--- src/rtl/uart_rx_fifo.sv ---
// Receive-side byte FIFO between the UART's single-byte holding register and the core's MMIO
// read port. It drains the UART as soon as a byte is valid and presents bytes show-ahead.
module uart_rx_fifo #(
  parameter int unsigned DEPTH    = 16,
  parameter int unsigned AW       = 4,
  parameter int unsigned POP_EDGE = 1
) (
  input  logic          clk,
  input  logic          rst,
  input  logic          uart_rx_valid,
  input  logic [7:0]    uart_rx_data,
  output logic          uart_rx_re,
  input  logic          core_re,
  output logic [7:0]    core_rx_data,
  output logic          core_rx_valid,
  output logic [AW:0]   count,
  output logic          overrun,
  input  logic          clr_overrun
);

  typedef enum logic [1:0] {StIdle, StAck, StSettle} fill_st_e;

  localparam logic [AW:0] DepthC = DEPTH[AW:0];

  fill_st_e        st_q;
  logic [AW-1:0]   wr_ptr_q, rd_ptr_q;
  logic [AW:0]     count_q;
  logic            re_q, overrun_q, core_re_q;
  logic [7:0]      mem_q [DEPTH];

  logic full, push, pop_req, pop;

  // Fullness uses the registered count, so a same-cycle pop never makes room for a push.
  assign full    = (count_q == DepthC);
  assign push    = (st_q == StIdle) && uart_rx_valid && !full;
  assign pop_req = core_re & ((POP_EDGE == 0) | ~core_re_q);
  assign pop     = pop_req && (count_q != '0);

  always_ff @(posedge clk) begin
    if (rst) begin
      st_q      <= StIdle;
      re_q      <= 1'b0;
      wr_ptr_q  <= '0;
      rd_ptr_q  <= '0;
      count_q   <= '0;
      overrun_q <= 1'b0;
      core_re_q <= 1'b0;
    end else begin
      core_re_q <= core_re;
      // SETTLE gives the UART a cycle to drop its valid so a byte is never captured twice.
      case (st_q)
        StIdle: begin
          if (push) begin
            re_q <= 1'b1;
            st_q <= StAck;
          end
        end
        StAck: begin
          re_q <= 1'b0;
          st_q <= StSettle;
        end
        StSettle: st_q <= StIdle;
        default: begin
          re_q <= 1'b0;
          st_q <= StIdle;
        end
      endcase
      if (push) wr_ptr_q <= wr_ptr_q + AW'(1);
      if (pop)  rd_ptr_q <= rd_ptr_q + AW'(1);
      if (push && !pop) begin
        count_q <= count_q + (AW+1)'(1);
      end else if (!push && pop) begin
        count_q <= count_q - (AW+1)'(1);
      end
      if ((st_q == StIdle) && uart_rx_valid && full) begin
        overrun_q <= 1'b1;
      end else if (clr_overrun) begin
        overrun_q <= 1'b0;
      end
    end
  end

  always_ff @(posedge clk) begin
    if (!rst && push) mem_q[wr_ptr_q] <= uart_rx_data;
  end

  assign uart_rx_re    = re_q;
  assign count         = count_q;
  assign overrun       = overrun_q;
  assign core_rx_valid = (count_q != '0);
  assign core_rx_data  = (count_q != '0) ? mem_q[rd_ptr_q] : 8'h00;

endmodule

--- config.mk ---
export PLATFORM = sky130hd
export DESIGN_NAME = uart_rx_fifo
export DESIGN_NICKNAME = d
export VERILOG_FILES = /design/src/rtl/uart_rx_fifo.sv
export SDC_FILE = /design/constraint.sdc
export NUM_CORES = 1
export LEC_CHECK = 0
export CORE_MARGIN = 10
export CORE_UTILIZATION = 55
export CTS_CLUSTER_DIAMETER = 40
export DETAILED_ROUTE_END_ITERATION = 8
export PLACE_DENSITY = 0.71
export SYNTH_ARGS = -nofsm -noshare
export SYNTH_HDL_FRONTEND = slang
export SYNTH_SLANG_ARGS = --single-unit
--- constraint.sdc ---
create_clock -name clk -period 4.1 [get_ports clk]
set_input_delay 0.82 -clock clk [delete_from_list [all_inputs] [get_ports clk]]
set_output_delay 0.82 -clock clk [all_outputs]
set_load 0.01 [all_outputs]
Yosys cells after proc, flatten, opt, wreduce, memory -nomap -nowiden
Memories as Yosys holds them, arrays and structs flattened. A register that Yosys moved wholly into a read port is not among the register bits.
Index checks and enable logic that the tools add are counted.
{"block": "word_totals", "register_bits": 18, "ramBits": 128, "elab_cells": 48, "n_memories": 1}
{"block": "op_classes", "add_sub_neg": 4, "eq_ne": 4, "n_mux": 13, "bitwise_logic": 3, "n_reduce_logical": 16}
{"name": "mem_q", "depth": 16, "width": 8, "read_ports": 1, "rd_ports_with_merged_regs": 1, "wr": 1, "line_no": "29", "text": "logic [7:0] mem_q [DEPTH];"}
{"operator": "2-to-1 mux 5 bit", "n": 2}
{"operator": "adder 4 x 1 -> 4 bit (second input constant)", "n": 2}
{"operator": "2-to-1 mux 4 bit", "n": 2}
{"operator": "2-to-1 mux 8 bit", "n": 1}
{"operator": "logical AND 1 bit", "n": 7}
{"operator": "adder 5 x 1 -> 5 bit (second input constant)", "n": 1}
{"operator": "== test 5 bit (second input constant)", "n": 1}
{"operator": "2-to-1 mux 1 bit", "n": 5}
{"operator": "nonzero test 5 bit", "n": 1}
{"operator": "subtractor 5 x 1 -> 5 bit (second input constant)", "n": 1}
{"operator": "logical NOT 1 bit", "n": 4}
{"operator": "one-hot mux 2 bit (2 select lines)", "n": 1}
{"operator": "nonzero test 2 bit", "n": 2}
{"operator": "== test 2 x 1 -> 1 bit (second input constant)", "n": 1}
{"operator": "== test 2 bit (second input constant)", "n": 1}
{"operator": "logical NOT 2 bit", "n": 1}
{"operator": "2-to-1 mux 2 bit", "n": 1}
{"operator": "!= test 2 bit (second input constant)", "n": 1}
{"operator": "NOT 1 bit", "n": 2}
{"operator": "one-hot mux 1 bit (2 select lines)", "n": 1}
{"operator": "AND reduction 2 bit", "n": 1}
{"operator": "bitwise AND 1 bit", "n": 1}

Depth between registers and ports, before layout
{"block": "logic_depth", "ltp_word": 7, "ltp_mapped": 11, "ltp_nobuf": 10}

Worst setup path before layout
Ideal clock, no wire load.
{"block": "synth_path", "path_kind": "in2reg", "start": "in uart_rx_valid", "end": "reg count_q[4], in the netlist count[4]", "setup_ns": 0.121, "arrival_ns": 2.914, "required_time_ns": 3.979, "path_slack_ns": 1.066, "stages": 11, "path_buffers": 1, "path_cell_list": "or3b_4 a21o_1 buf_6 inv_1 ha_1 inv_1 ha_1 a21oi_1 a211oi_1 a31oi_1 mux2_2"}
{"block": "synth_via", "elab_chain_cells": 5}
{"element": "start: declaration", "line_no": "10", "text": "input logic uart_rx_valid,"}
{"element": "logical AND 1 bit * (2 in a row)", "line_no": "35", "text": "assign push = (st_q == StIdle) && uart_rx_valid && !full;"}
{"element": "via push", "line_no": "31", "text": "logic full, push, pop_req, pop;"}
{"element": "logical NOT 1 bit", "line_no": "72", "text": "end else if (!push && pop) begin"}
{"element": "logical AND 1 bit", "line_no": "72"}
{"element": "nonzero test 2 bit (no line)"}
{"element": "end signal: assignment", "line_no": "71", "text": "count_q <= count_q + (AW+1)'(1);"}
{"element": "end signal: assignment", "line_no": "73", "text": "count_q <= count_q - (AW+1)'(1);"}
{"element": "end: declaration", "line_no": "27", "text": "logic [AW:0] count_q;"}
Mark *: on every way through the listed nets, which the timed path passes. The rest lies on a longest branch.
A chain may end at the register's enable or synchronous reset.

==> reports/qor.txt <==
Dpl cells - 506
Remaining antenna violation count after routing - 0
WL met2 - 6010 um
GP Congestion - 0.732
Skew final - 0.00730 ns
Slew at the pin closest to its max-slew limit - 0.825 ns
Register bit total from synthesis - 150
CP Max Fanout - 14
Largest cells by area after synthesis - edfxtp_1 63%, mux4_2 10%, dfxtp_1 7.3%
Total grt overflow - 0
Syn Area/Cell - 18.0 sq um
Peak Freq - 267 MHz
Die Y-Extent - 125 um
Top cell type's share of synthesized area - 63.4%
Post-synth EDFFs - 128
Final Setup Violations - 0
Starting Density - 56.1%
Worst-Skew Late Latency - 0.52 ns
Min-delay worst type - reg -> reg
Top-count cell post-synth - edfxtp_1
Met3 wire len - 534 um
Status - finished clean
Global-route wire length before repair - 17800 um
Register area share after synthesis - 70.7%
CP bufs+invs - 2
Detailed-router iteration count before antenna repair - 6
Synth async-reset ratio - 0%
Cells on worst reg2reg path - 10
Max Cap Viol - 0
Core Region - 10800 sq um
Min Hold Slack - 0.447 ns
Final Power - 4.12 mW
Initial antenna violation count - 0
Ys Warns - 0
Top FF cell, synth - edfxtp_1
Clock Tree Buf Depth - 2
Clock sinks - 150
Post-synth cell types - 37
Clock transition at path regs - 0.06 ns
Hold path endpoint - st_q[1]
Flop-to-flop setup slack - 0.95 ns
Share of cells above drive strength 1 - 21.9%
Post-cts resize count - 0
Startpoint Class - flip-flop
Post-DP HPWL - 7220 um
Commonest cells post-synth - 128 x edfxtp_1, 29 x nor2_1, 28 x mux4_2, 22 x dfxtp_1, 18 x a211oi_1
CP cell instances - buf_4, mux4_2, nor2b_1, a211oi_1, a211oi_1, clkdlybuf4s50_1
P_leak - 2.31 nW
Via/cell ratio - 5.81
Crit Path Class - reg -> out
Initial drt markers - 275
Post-CTS setup buffer count - 0
Slowest CP cell - mux4_2
Nets - 408
RSZ-0062 raised after global routing - false
WL met1 - 4670 um
Top Family by Delay on Critical Path - buffers and inverters
Vias in the first global route - 3321
Top Metal Used - met4
RR Endpoint - count[4]
Chip Width - 125 um
Post-Syn Nets - 359
Hold Vio Cnt, Final - 0
Peak supply drop - 0.000331 V
Area of the mapped netlist - 6060 sq um
Die Area - 15600 sq um
CTS H-tree lvls - 4
Slew Limit Fails - 0
Post-Route WL - 11400 um
Max stage delay on crit path - 0.53 ns
Req. time, crit path - 3.28 ns
Largest net degree at the start of global routing - 33
Synth Instances - 336
All-Layer GR Usage - 14.9%
Root cell of the clock tree - clkbuf_8
Layout filler cell count - 718
DRC violations left - 0
Critical path arrival - 2.93 ns
Routed len/inst - 21.2 um
Fin crit period - 3.75 ns
FF-to-FF Start - count[1]
Number of diodes - 0
Period utilization - 91.3%
Hold-fix buffers, CTS - 0
# IOs - 29
Non-filler instance count after layout - 538
Max-slew headroom - 44.8%
Input/output buffers - 28
WHS Path Cells - 1
Num CTS Buffers - 17
CP Capture Type - primary output
Area growth syn-to-layout - 18.0%
Worst hold start - st_q[1]
Setup TNS - 0 ns
CTS tree - built
Power per cell area - 576 nW/um^2
Row count - 38
Area leader, netlist - edfxtp_1
CP dominant cell by count - a211oi_1
Vias - 3124
[cells by family after synthesis]
| kind of cell | after synthesis | synth area share (%) |
|---|---|---|
| AOI/OAI and AO/OA | 32 | 3.63 |
| xor gates and xnor gates | 7 | 1.01 |
| adders and majority gates | 10 | 2.19 |
| buffers and inverters | 27 | 2.64 |
| DFF | 150 | 70.7 |
| muxes | 43 | 14.0 |
| and+or+nand+nor | 67 | 5.82 |
[how the worst max path moves through the flow]
stage	startpoint	to	slack, ns	depth (start not counted)
CTS	flip-flop	core_rx_data[6]	0.27	6
global placement	uart_rx_valid	count[4]	0.45	11
finish	flip-flop	core_rx_data[6]	0.35	6
floorplan	uart_rx_valid	count[4]	1.07	11
global route	flip-flop	core_rx_data[1]	0.18	6
detailed placement	uart_rx_valid	count[4]	0.36	11
[final cells by class]
class	count	area [sq um]	share of cell area [%]
flip-flops and latches	150	4290	59.9
multi-input cells	159	1640	22.9
repair buffers	50	445	6.23
clock buffers	19	422	5.90
well taps	140	175	2.45
clock inverters	13	158	2.20
inverters	7	26.3	0.367
[stage by stage]
step	worst slack, ns	util [%]	instance area (sq um)
after floorplan	1.07	-	6060
after global placement	0.448	60.9	6570
after CTS	0.274	66.3	7150
final	0.355	66.3	7150
after detailed placement	0.363	60.9	6570
after global routing	0.184	66.3	7150
[sequential cells by signal (all words and copies together), names as in the netlist, named ones only]
register    cells
uart_rx_re      1
overrun         1
count           5
st_q            2
wr_ptr_q        4
mem_q         128
rd_ptr_q        4
core_re_q       1
[cell usage in the layout, fill, tap and decap left out, types with 2 or more instances in the layout]
| cell | instances |
|---|---|
| edfxtp_1 | 128 |
| nor2_1 | 29 |
| mux4_2 | 28 |
| clkdlybuf4s50_1 | 28 |
| buf_4 | 22 |
| dfxtp_1 | 21 |
| a211oi_1 | 18 |
| clkbuf_16 | 16 |
| nor2b_1 | 10 |
| mux2i_1 | 10 |
| ha_1 | 9 |
| inv_1 | 7 |
| a21oi_1 | 7 |
| nand2b_1 | 6 |
| clkinvlp_4 | 5 |
| mux4_1 | 4 |
| nor4_2 | 4 |
| xor2_1 | 4 |
| nand3_1 | 3 |
| or3_1 | 3 |
| nand2_1 | 3 |
| xnor2_1 | 3 |
| bufinv_16 | 3 |
| nor4_1 | 2 |
| a21o_1 | 2 |
| nand3b_1 | 2 |
| o211ai_1 | 2 |
| clkinv_1 | 2 |
| clkinv_4 | 2 |
| clkbuf_1 | 2 |
[layer usage]
metal	vias up	track usage [%]
met1	1606	16.9
met2	71	25.5
met4	0	6.10
li1	1427	-
met5	-	0
met3	20	4.77
[where the power goes]
group	leakage (nW)	switching [mW]	internal [mW]
Clock	0.265	0.572	0.922
Combinational	0.715	0.424	0.430
Sequential	1.33	0.0588	1.71
Total	2.31	1.06	3.06
Note: power is estimated with default switching activity, not from simulation.
